===== src/rtl/fb_pkg.sv =====
// Shared types for the framebuffer arbiter.
// Holds the CPU FSM and RAM owner-tag encodings.
package fb_pkg;

  localparam int FB_ADDR_WIDTH = 13;
  localparam int FB_DEPTH      = 8192;

  typedef enum logic [1:0] {
    C_IDLE   = 2'd0,
    C_ACCESS = 2'd1,
    C_DONE   = 2'd2
  } cstate_e;

  typedef enum logic [1:0] {
    OWN_NONE = 2'd0,
    OWN_DISP = 2'd1,
    OWN_CPU  = 2'd2
  } owner_e;

  function automatic logic [1:0] low_lane(input logic [3:0] m);
    low_lane = 2'd0;
    for (int i = 3; i >= 0; i--)
      if (m[i]) low_lane = 2'(i);
  endfunction

endpackage


===== src/rtl/fb_slot_timer.sv =====
// Free-running slot counter for the framebuffer arbiter.
// Count zero marks the display-owned slot.
module fb_slot_timer #(
  parameter int SLOT_PERIOD = 2,
  parameter int CW = $clog2(SLOT_PERIOD)
) (
  input  logic clk,
  input  logic rst_n,
  output logic display_slot_o
);

  logic [CW-1:0] cnt_q, cnt_d;

  always_comb begin
    cnt_d = cnt_q + 1'b1;
    if (cnt_q == CW'(SLOT_PERIOD - 1)) cnt_d = '0;
  end

  always_ff @(posedge clk or negedge rst_n) begin
    if (!rst_n) cnt_q <= '0;
    else        cnt_q <= cnt_d;
  end

  assign display_slot_o = (cnt_q == '0);

endmodule


===== src/rtl/fb_arbiter.sv =====
// Time-slotted arbiter sharing the framebuffer BRAM between
// the OLED pixel reader and byte-sequenced CPU word accesses.
module fb_arbiter
  import fb_pkg::*;
#(
  parameter int ADDR_WIDTH  = FB_ADDR_WIDTH,
  parameter int SLOT_PERIOD = 2
) (
  input  logic                  clk,
  input  logic                  rst_n,
  input  logic                  pixel_re,
  input  logic [ADDR_WIDTH-1:0] pixel_addr,
  output logic [7:0]            pixel_data,
  input  logic                  cpu_valid,
  input  logic                  cpu_we,
  input  logic [ADDR_WIDTH-1:0] cpu_addr,
  input  logic [31:0]           cpu_wdata,
  input  logic [3:0]            cpu_wstrb,
  output logic                  cpu_ready,
  output logic [31:0]           cpu_rdata,
  output logic [ADDR_WIDTH-1:0] ram_addr,
  output logic                  ram_we,
  output logic [7:0]            ram_din,
  input  logic [7:0]            ram_q
);

  cstate_e               st_q, st_d;
  owner_e                own_q, own_d;
  logic [1:0]            olane_q, olane_d;
  logic                  we_q;
  logic [ADDR_WIDTH-3:0] wa_q;
  logic [31:0]           wd_q;
  logic [3:0]            pend_q, pend_d;
  logic [2:0]            lane_q, lane_d;
  logic [ADDR_WIDTH-1:0] addr_q;
  logic [7:0]            pix_q;
  logic [31:0]           rdata_q;

  logic       disp_slot;
  logic       disp_go;
  logic       cpu_issue;
  logic [1:0] issue_lane;
  logic [1:0] unused_addr;

  fb_slot_timer #(.SLOT_PERIOD(SLOT_PERIOD)) u_slot (
    .clk            (clk),
    .rst_n          (rst_n),
    .display_slot_o (disp_slot)
  );

  assign unused_addr = cpu_addr[1:0];
  assign disp_go     = disp_slot & pixel_re;
  assign issue_lane  = we_q ? low_lane(pend_q) : lane_q[1:0];
  // The display slot always wins; the CPU lane waits for a free cycle
  assign cpu_issue   = (st_q == C_ACCESS) & ~disp_go &
                       (we_q ? (pend_q != 4'd0) : ~lane_q[2]);

  always_ff @(posedge clk or negedge rst_n) begin
    if (!rst_n) begin
      st_q    <= C_IDLE;
      own_q   <= OWN_NONE;
      olane_q <= '0;
      we_q    <= 1'b0;
      wa_q    <= '0;
      wd_q    <= '0;
      pend_q  <= '0;
      lane_q  <= '0;
      addr_q  <= '0;
      pix_q   <= '0;
      rdata_q <= '0;
    end else begin
      st_q    <= st_d;
      own_q   <= own_d;
      olane_q <= olane_d;
      pend_q  <= pend_d;
      lane_q  <= lane_d;
      addr_q  <= ram_addr;
      if (st_q == C_IDLE && cpu_valid) begin
        we_q <= cpu_we;
        wa_q <= cpu_addr[ADDR_WIDTH-1:2];
        wd_q <= cpu_wdata;
      end
      if (own_q == OWN_DISP) pix_q <= ram_q;
      if (own_q == OWN_CPU)
        rdata_q[{olane_q, 3'b000} +: 8] <= ram_q;
    end
  end

  always_comb begin
    st_d   = st_q;
    pend_d = pend_q;
    lane_d = lane_q;
    unique case (st_q)
      C_IDLE: begin
        if (cpu_valid) begin
          pend_d = cpu_wstrb;
          lane_d = 3'd0;
          st_d   = (cpu_we && cpu_wstrb == 4'd0) ? C_DONE : C_ACCESS;
        end
      end
      C_ACCESS: begin
        if (we_q) begin
          if (cpu_issue) begin
            pend_d = pend_q & (pend_q - 4'd1);
            if (pend_d == 4'd0) st_d = C_DONE;
          end
        end else begin
          if (cpu_issue) lane_d = lane_q + 3'd1;
          if (own_q == OWN_CPU && olane_q == 2'd3) st_d = C_DONE;
        end
      end
      C_DONE:  st_d = C_IDLE;
      default: st_d = C_IDLE;
    endcase
  end

  always_comb begin
    ram_addr  = addr_q;
    ram_we    = 1'b0;
    ram_din   = 8'd0;
    own_d     = OWN_NONE;
    olane_d   = olane_q;
    cpu_ready = (st_q == C_DONE);
    if (disp_go) begin
      ram_addr = pixel_addr;
      own_d    = OWN_DISP;
    end else if (cpu_issue) begin
      ram_addr = {wa_q, issue_lane};
      ram_we   = we_q;
      if (we_q) begin
        ram_din = wd_q[{issue_lane, 3'b000} +: 8];
      end else begin
        own_d   = OWN_CPU;
        olane_d = issue_lane;
      end
    end
  end

  assign pixel_data = pix_q;
  assign cpu_rdata  = rdata_q;

endmodule


===== config.mk =====
export PLATFORM = sky130hd
export DESIGN_NAME = fb_arbiter
export DESIGN_NICKNAME = d
export VERILOG_FILES = /design/src/rtl/fb_pkg.sv /design/src/rtl/fb_slot_timer.sv /design/src/rtl/fb_arbiter.sv
export SDC_FILE = /design/constraint.sdc
export NUM_CORES = 1
export LEC_CHECK = 0
export CAP_MARGIN = 20
export CORE_MARGIN = 2
export CORE_UTILIZATION = 55
export DETAILED_ROUTE_END_ITERATION = 12
export DONT_BUFFER_PORTS = 1
export GPL_TIMING_DRIVEN = 0
export HOLD_SLACK_MARGIN = 0.12
export PLACE_DENSITY = 0.73
export SYNTH_ARGS = -nofsm -noshare
export SYNTH_HDL_FRONTEND = slang
export SYNTH_HIERARCHICAL = 1
export SYNTH_SLANG_ARGS = --single-unit

===== constraint.sdc =====
create_clock -name clk -period 2.6 [get_ports clk]
set_input_delay 0.39 -clock clk [delete_from_list [all_inputs] [get_ports clk]]
set_output_delay 0.39 -clock clk [all_outputs]
set_load 0.005 [all_outputs]

==> results.json, run 1 <==
{
  "outcome": "finished, violations left",
  "violations": "negative hold slack, negative setup slack",
  "fin_total_pwr_mw": 6.57,
  "drv_cap": 0,
  "synth.top_cell.area_share_pct": 58.7,
  "initial_utilization_pct": 57.3,
  "antenna_found_initial": 0,
  "crit_path_top_delay_cell": "or4_4",
  "critPathTopFamily": "simple AND/OR/NAND/NOR gates",
  "dp_hpwl_um": 7060,
  "synthCells": 355,
  "tightest_slew_ns": 0.941,
  "setup_tns_ns": -0.0241,
  "post-place-cells": 461,
  "cp_slowest_stage_delay_ns": 0.54,
  "num_vias": 3082,
  "wl_per_cell_um": 21.6,
  "num_rows": 33,
  "grt_max_degree": 112,
  "die_h_um": 96.7,
  "dieArea_mm2": 0.00936,
  "stdcell_area_mm2": 0.00547,
  "fin_crit_ns": 2.62,
  "syn_to_final_growth_pct": 15.6,
  "comb_power_share_pct": 38.7,
  "grt-ovfl-total": 0,
  "ys_types": 41,
  "drc": 0,
  "synth_area_leaders": "dfrtp_1 (59%), mux2_2 (12%), a22o_1 (6.1%)",
  "insertion_delay_ns": 0.38,
  "p_sw_share_pct": 34.8,
  "syn_nets": 436,
  "maxSlewViolCount": 0,
  "synth_area_mm2": 0.00473,
  "core_mm2": 0.00826,
  "grt_util_all_layers_pct": 22.7,
  "fin_cells": 499,
  "die_x_um": 96.7,
  "cts.clk_slew.worst_paths_ns": 0.11,
  "switching_power_mw": 2.28,
  "dp_slack_ns": 0.230,
  "yosys_warnings": 6,
  "cp_cell_sequence": "or4_4 -> o2111ai_4 -> buf_8 -> mux2i_2 -> o21ai_2",
  "mostFrequentLayoutCells": "dfrtp_1 (109), mux2_2 (52), a22o_1 (33), nand2_1 (24), mux2i_1 (19)",
  "rsz0062_at_grt": "yes",
  "p_seq_share_pct": 44.1,
  "drive_gt1_share_pct": 31.0,
  "fmax_ghz": 0.382,
  "final_common_cell": "dfrtp_1",
  "dpl_cell_area_mm2": 0.00487,
  "worst_setup_path_start_kind": "flip-flop",
  "final-hold-violation-count": 111,
  "cts_tree": "built",
  "arrival_ns": 2.23,
  "portBuffers": 0,
  "ys_seq_area_share_pct": 58.7,
  "holdWs_ns": -0.312,
  "ir_drop_uv": 597,
  "grt_pass1_vias": 3171,
  "p_clk_share_pct": 17.2,
  "crit_type": "flip-flop to primary output",
  "fin_crit_sh_pct": 101,
  "skew_ns": 0.0184,
  "cp-end-kind": "primary output",
  "n_antenna_cell": 0,
  "fin_nets": 470,
  "drtIter0Drc": 113,
  "ant_nets": 0,
  "setup_viol": 4,
  "hold_path.class": "primary input to asynchronous set/reset pin",
  "slew_headroom_pct": 36.7,
  "crit_fanout": 5,
  "cts_root_buffer": "clkbuf_8",
  "ios": 138,
  "ys_ff_latch": 111,
  "place_congestion": 0.803,
  "cts_num_sinks": 111,
  "cp_num_buf_inv": 1,
  "drt-total-wl_um": 10800,
  "grt_first_pass_wirelength_um": 17000,
  "numCtsBuffers": 9,
  "cts.path.max_buffers": 2,
  "setup_ws_ns": -0.0201,
  "synth_top_area_cell": "dfrtp_1",
  "via_per_inst": 6.18,
  "p_int_mw": 4.28,
  "power_density_mw_per_mm2": 1200,
  "drt-pass1-iter-count": 4,
  "final_core_util_pct": 66.2,
  "crit_required_ns": 2.21,
  "leakage_nw": 2.43,
  "avgSynthCellArea_um2": 13.3,
  "h-tree-depth": 3
}
## sequential cells by signal (all words and copies together), names as in the netlist
register,flops
wd_q,32
wa_q,11
st_q,2
cpu_rdata,32
we_q,1
olane_q,2
pend_q,4
pixel_data,8
u_slot/cnt_q,1
addr_q,13
lane_q,3
own_q,2
## power by group through the flow
stage / Clock, mW / Combinational [mW] / Sequential, mW
CTS: 1.15 / 2.22 / 2.86
floorplan: 0 / 1.72 / 2.74
global route: 1.23 / 2.76 / 2.98
global placement: 0 / 2.00 / 2.85
finish: 1.13 / 2.54 / 2.90
detailed placement: 0 / 2.08 / 2.89
## layer usage
metal  GRT usage [%]  vias to the layer above  share of wire (%)
met3            8.53                       24                7.6
met1            30.4                     1567                 44
met2            34.9                      122                 46
met5               0                        -                  0
met4            6.61                        0                2.0
li1                -                     1369                  -
## timing repair
item,CTS,global route
hold buffers,7,6
gates cloned,0,1
pin swaps,1,2
setup endpoints to repair,21,21
gates resized for setup,15,23
setup buffers,4,6
hold endpoints to repair,118,119
## cell type report
cell class                      count  area (µm²)
Buffer                             13        81.3
Clock buffer                        9         124
Clock inverter                      7        95.1
Fill cell                         624        2790
Inverter                            8        30.0
Multi-Input combinational cell    221        1970
Sequential cell                   111        2780
Tap cell                          105         131
Timing Repair Buffer               25         253
## cells by family after synthesis
group | after synthesis | synth area share (%)
adders and majority gates | 7 | 1.80
buffers and inverters | 23 | 2.25
AOI/OAI and AO/OA | 78 | 12.2
muxes | 80 | 18.3
DFF | 111 | 58.7
and+or+nand+nor | 56 | 6.69
## path summary, 6_finish.rpt
path / slack (ns) / cells past startpoint / end / startpoint
worst max-delay path: -0.02 / 5 / ram_addr[5] / pend_q[3]
worst min-delay path: -0.31 / 0 / pend_q[0] / rst_n
worst max register to register: 0.36 / 5 / lane_q[0] / u_slot/cnt_q
worst min register to register: 0.41 / 1 / u_slot/cnt_q / u_slot/cnt_q
max in group asynchronous: 2.72 / 0 / wa_q[8] / rst_n
min in group clk: 0.13 / 1 / cpu_rdata[28] / ram_q[4]
## cell usage after synthesis, drive strengths merged
master	number
mux2	52
mux2i	28
dfrtp	111
inv	7
nor2	3
a21bo	1
o31ai	1
a21oi	5
o21ai	20
a31oi	1
nand3b	2
and2	1
clkinv	1
o221a	1
o21a	1
o2111ai	1
or2	1
nand2b	8
nor4b	3
nor4	4
nand2	25
o31a	1
o211ai	1
nand4	1
a22o	33
o22ai	10
ha	6
clkbuf	7
nor3b	1
nand3	1
buf	8
maj3	1
a311oi	1
or4	1
nor3	1
and2b	2
nor2b	2
a21o	1
(Power assumes the default switching activity.)
==> run 2: changes to the inputs <==
--- a/config.mk
+++ b/config.mk
@@ -9,4 +9,5 @@
 export CORE_MARGIN = 2
 export CORE_UTILIZATION = 55
+export CTS_CLUSTER_SIZE = 25
 export DETAILED_ROUTE_END_ITERATION = 12
 export DONT_BUFFER_PORTS = 1
==> constraint.sdc (replaced) <==
create_clock -name clk -period 3.2 [get_ports clk]
set_input_delay 0.8 -clock clk [delete_from_list [all_inputs] [get_ports clk]]
set_output_delay 0.8 -clock clk [all_outputs]
set_load 0.005 [all_outputs]
==> run 2 against run 1 <==
  * The flow now finishes without violations
  * Critical path depth up 1
  * Design area down 6.5%
  * Via count down 5.4%
  * Routed wire length down 7.1%
  * Cell count down 4.8%
  * Highest routed layer unchanged
==> results.json, run 2 (synthesis results as in run 1) <==
{
  "outcome": "completed",
  "skew_ns": 0.0136,
  "n_antenna_cell": 0,
  "drt-met1-wl_um": 4390,
  "holdWs_ns": 0.101,
  "drt-total-wl_um": 10000,
  "mostFrequentLayoutCells": "dfrtp_1 (109), mux2_2 (52), a22o_1 (33), mux2i_1 (28), nand2_1 (24)",
  "hold_path.class": "primary input to asynchronous set/reset pin",
  "drive_gt1_share_pct": 24.6,
  "grt_max_degree": 112,
  "drtIter0Drc": 111,
  "place_congestion": 0.803,
  "power_density_mw_per_mm2": 967,
  "portBuffers": 0,
  "fmax_ghz": 0.323,
  "antenna_found_initial": 0,
  "h-tree-depth": 3,
  "die_h_um": 96.7,
  "core_mm2": 0.00826,
  "drc": 0,
  "final-hold-violation-count": 0,
  "cts_tree": "built",
  "grt_util_all_layers_pct": 22.2,
  "r2r_cells": 5,
  "drt-pass1-iter-count": 4,
  "drv_cap": 0,
  "setup_viol": 0,
  "cp-end-kind": "primary output",
  "crit_required_ns": 2.40,
  "leakage_nw": 2.32,
  "r2r_setup_slack_ns": 1.09,
  "ios": 138,
  "fin_crit_ns": 3.10,
  "arrival_ns": 2.30,
  "maxSlewViolCount": 0,
  "fin_total_pwr_mw": 4.94,
  "ant_nets": 0,
  "syn_to_final_growth_pct": 8.07,
  "crit_type": "flip-flop to primary output",
  "stdcell_area_mm2": 0.00511,
  "r2r-start": "u_slot/cnt_q",
  "num_vias": 2915,
  "p_seq_share_pct": 47.2,
  "switching_power_mw": 1.69,
  "initial_utilization_pct": 57.3,
  "dpl_cell_area_mm2": 0.00487,
  "cts_num_sinks": 111,
  "insertion_delay_ns": 0.38,
  "dieArea_mm2": 0.00936,
  "fin_crit_sh_pct": 96.8,
  "highest_layer": "met4",
  "fin_nets": 446,
  "ir_drop_uv": 486,
  "slew_headroom_pct": 37.0,
  "wl_per_cell_um": 21.1,
  "post-place-cells": 461,
  "grt_first_pass_wirelength_um": 16600,
  "dp_hpwl_um": 7060,
  "cts.path.max_buffers": 2,
  "r2r-end": "lane_q[0]",
  "comb_power_share_pct": 34.3,
  "die_x_um": 96.7,
  "tightest_slew_ns": 0.936,
  "p_sw_share_pct": 34.3,
  "cts.clk_slew.worst_paths_ns": 0.11,
  "grt_pass1_vias": 3107,
  "num_rows": 33,
  "numCtsBuffers": 9,
  "crit_fanout": 10,
  "worst_setup_path_start_kind": "flip-flop",
  "dr_wl_met3_um": 802,
  "routed-wl-met2_um": 4650,
  "setup_tns_ns": 0,
  "cts_root_buffer": "clkbuf_8",
  "via_per_inst": 6.14,
  "fin_cells": 475,
  "final_common_cell": "dfrtp_1",
  "p_clk_share_pct": 18.5,
  "grt-ovfl-total": 0,
  "p_int_mw": 3.25
}
[run 2: cell count changes in the layout (fill, tap and decap cells not counted), sizes merged]
cell	change
buf	-10
clkbuf	-1
dlygate4sd3	-13
[run 2: final cells by class]
type | count | area, µm²
buffer | 12 | 63.8
clock buffer | 9 | 124
clock inverter | 7 | 95.1
fill | 654 | 3150
inverter | 8 | 30.0
multi-input combinational | 221 | 1860
sequential | 111 | 2780
tap | 105 | 131
timing repair buffer | 2 | 30.0
[run 2: power by group through the flow]
stage	Combinational, mW	Clock (mW)	Sequential, mW
detailed placement	1.69	0	2.35
global route	1.88	0.995	2.41
CTS	1.69	0.931	2.32
finish	1.70	0.914	2.33
global placement	1.62	0	2.32
floorplan	1.40	0	2.23
[run 2: critical path: stages (launching register included)]
cell	delay (ns)
dfrtp_2	0.46
or4_4	0.57
o2111ai_4	0.24
buf_12	0.16
buf_8	0.15
mux2i_1	0.21
o21ai_1	0.12
[run 2: routing by layer]
layer / GRT usage (%) / vias up
met2: 34.1 / 98
li1: - / 1324
met3: 8.53 / 13
met4: 6.61 / 0
met1: 29.7 / 1480
met5: 0 / -
[run 2: worst max path at each step]
stage	to	startpoint	slack, ns	cells past startpoint
final	ram_addr[5]	pend_q[2]	0.10	6
after global routing	ram_addr[11]	pend_q[2]	-0.01	6
after CTS	ram_addr[11]	pend_q[2]	0.01	5
after detailed placement	ram_din[1]	pixel_re	0.34	5
after global placement	ram_din[1]	pixel_re	0.39	5
after floorplan	ram_addr[10]	pend_q[2]	0.66	5
[run 2: stage by stage]
stage,setup slack (ns),util (%)
final,0.103,61.9
after global routing,-0.00952,61.9
after CTS,0.0138,61.6
after detailed placement,0.342,59.0
after global placement,0.387,58.9
after floorplan,0.664,-
[run 2: timing repair]
action                     in CTS  in global routing
hold endpoints to repair      111                111
pin swaps                       0                  1
gates resized for setup         0                  5
buffers inserted                0                  1
setup endpoints to repair       7                 21
==> run 3: changes to the inputs <==
- CAP_MARGIN: 20 -> unset
- CORE_UTILIZATION: 55 -> 40
- PLACE_DENSITY: 0.73 -> 0.56
==> run 3 against run 2 <==
  * Global-route usage down 4.6 points
  * Sequential share of layout area down 1.3 points
  * Clock skew down 0.0081 ns
  * Routed wire length up 6.1%
  * Die area up 36%
  * Setup slack better by 0.033 ns
  * Maximum frequency up 1.1%
  * Critical endpoint is now ram_addr[6]
  * Largest power group unchanged
==> results.json, run 3 (synthesis results as in run 1) <==
{
  "numCtsBuffers": 9,
  "maxSlewViolCount": 0,
  "n_antenna_cell": 0,
  "p_int_mw": 3.54,
  "core_mm2": 0.0115,
  "wl_per_cell_um": 20.7,
  "leakage_nw": 2.36,
  "stdcell_area_mm2": 0.00524,
  "crit_path_top_delay_cell": "or4_4",
  "tightest_slew_ns": 1.31,
  "r2r-start": "olane_q[0]",
  "syn_to_final_growth_pct": 10.7,
  "fin_nets": 446,
  "cts.clk_slew.worst_paths_ns": 0.07,
  "hold_path.class": "primary input to asynchronous set/reset pin",
  "insertion_delay_ns": 0.35,
  "cp_cell_sequence": "or4_4 -> o2111ai_4 -> buf_12 -> buf_8 -> mux2i_1 -> o21ai_1",
  "num_vias": 2901,
  "holdWs_ns": 0.141,
  "mostFrequentLayoutCells": "dfrtp_1 (111), mux2_2 (52), a22o_1 (33), mux2i_1 (28), nand2_1 (25)",
  "worst_setup_path_start_kind": "flip-flop",
  "cp-end-kind": "primary output",
  "r2r-end": "cpu_rdata[26]",
  "place_congestion": 0.818,
  "ios": 138,
  "cp_num_buf_inv": 2,
  "h-tree-depth": 3,
  "ir_drop_uv": 516,
  "cts.path.max_buffers": 2,
  "die_h_um": 113,
  "fillers": 1045,
  "fin_crit_sh_pct": 95.8,
  "crit_required_ns": 2.40,
  "grt_util_all_layers_pct": 17.6,
  "power_density_mw_per_mm2": 991,
  "r2r_cells": 4,
  "via_per_inst": 5.67,
  "grt_first_pass_wirelength_um": 17100,
  "fmax_ghz": 0.326,
  "drtIter0Drc": 123,
  "cts_tree": "built",
  "switching_power_mw": 1.65,
  "ant_nets": 0,
  "drc": 0,
  "final_common_cell": "dfrtp_1",
  "crit_fanout": 10,
  "crit_type": "flip-flop to primary output",
  "arrival_ns": 2.26,
  "die_x_um": 113,
  "cts_root_buffer": "clkbuf_16",
  "skew_ns": 0.00549,
  "p_seq_share_pct": 44.8,
  "fin_total_pwr_mw": 5.19,
  "initial_utilization_pct": 41.2,
  "p_clk_share_pct": 23.0,
  "outcome": "completed",
  "grt_pass1_vias": 3084,
  "final-hold-violation-count": 0,
  "grt-ovfl-total": 0,
  "fin_crit_ns": 3.06,
  "dp_hpwl_um": 7390,
  "drive_gt1_share_pct": 22.2,
  "drv_cap": 0,
  "setup_viol": 0,
  "drt-total-wl_um": 10600,
  "slew_headroom_pct": 12.1,
  "dieArea_mm2": 0.0127,
  "grt_max_degree": 112,
  "comb_power_share_pct": 32.2,
  "cts_num_sinks": 111,
  "num_rows": 39,
  "drt-pass1-iter-count": 4,
  "dpl_cell_area_mm2": 0.00491,
  "r2r_setup_slack_ns": 0.79,
  "antenna_found_initial": 0,
  "critPathTopFamily": "simple AND/OR/NAND/NOR gates",
  "rsz0062_at_grt": "no",
  "p_sw_share_pct": 31.8,
  "setup_tns_ns": 0,
  "portBuffers": 0,
  "cp_slowest_stage_delay_ns": 0.58
}
[run 3: cell types whose count changed in the layout (fill, tap and decap cells not counted), sizes merged]
cell | previous run | this run
clkbuf | 14 | 16
clkdlybuf4s18 | 1 | 0
bufinv | 1 | 2
dlygate4sd3 | 0 | 1
inv | 11 | 9
clkinv | 3 | 1
[run 3: worst reg2reg max path, cell delays in order, from the launching register on]
cell,delay [ns]
dfrtp_1,0.45
inv_1,0.17
ha_1,0.38
nor4_1,1.10
a22o_1,0.26
[run 3: final cells by class]
| class | instances | area [µm²] | share of cell area [%] |
|---|---|---|---|
| multi-input combinational | 221 | 1850 | 35.2 |
| tap | 143 | 179 | 3.42 |
| buffer | 12 | 63.8 | 1.22 |
| clock buffer | 11 | 233 | 4.44 |
| clock inverter | 4 | 77.6 | 1.48 |
| timing repair buffer | 2 | 30.0 | 0.573 |
| sequential | 111 | 2780 | 53.0 |
| inverter | 8 | 30.0 | 0.573 |
[run 3: worst max path at each step]
stage,cells after the start,slack (ns),end,startpoint
after floorplan,5,0.66,ram_addr[10],pend_q[2]
after global placement,5,0.33,ram_din[7],pixel_re
after detailed placement,5,0.34,ram_din[7],pixel_re
after CTS,6,0.02,ram_din[7],st_q[0]
after global routing,6,0.01,ram_addr[6],pend_q[2]
final,6,0.14,ram_addr[6],pend_q[2]
[run 3: power groups by stage]
stage	clock network [mW]	registers (mW)	logic, mW
floorplan	0	2.23	1.40
global placement	0	2.32	1.65
detailed placement	0	2.34	1.70
CTS	1.23	2.32	1.70
global route	1.27	2.41	1.87
finish	1.19	2.33	1.67
[run 3: timing repair]
item / 4_1_cts / 5_1_grt
endpoints found under the setup margin: 2 / 17
endpoints found under the hold margin: 0 / 3
hold buffers: 0 / 1
resized for setup: 0 / 0
setup buffers: 0 / 1
pin swaps: 0 / 2
[run 3: routing by layer]
layer | up-vias | global-route usage, % | wire [µm]
met5 | - | 0 | 0
met4 | 0 | 7.40 | 284
met3 | 22 | 7.12 | 828
met2 | 93 | 26.7 | 4940
met1 | 1467 | 22.4 | 4560
li1 | 1319 | - | -
[run 3: metrics by stage]
stage | setup slack [ns] | util (%) | instances
global placement | 0.328 | 42.8 | 498
detailed placement | 0.335 | 42.8 | 498
global route | 0.0136 | 45.7 | 512
floorplan | 0.664 | - | 355
CTS | 0.0229 | 45.5 | 512
finish | 0.135 | 45.7 | 512
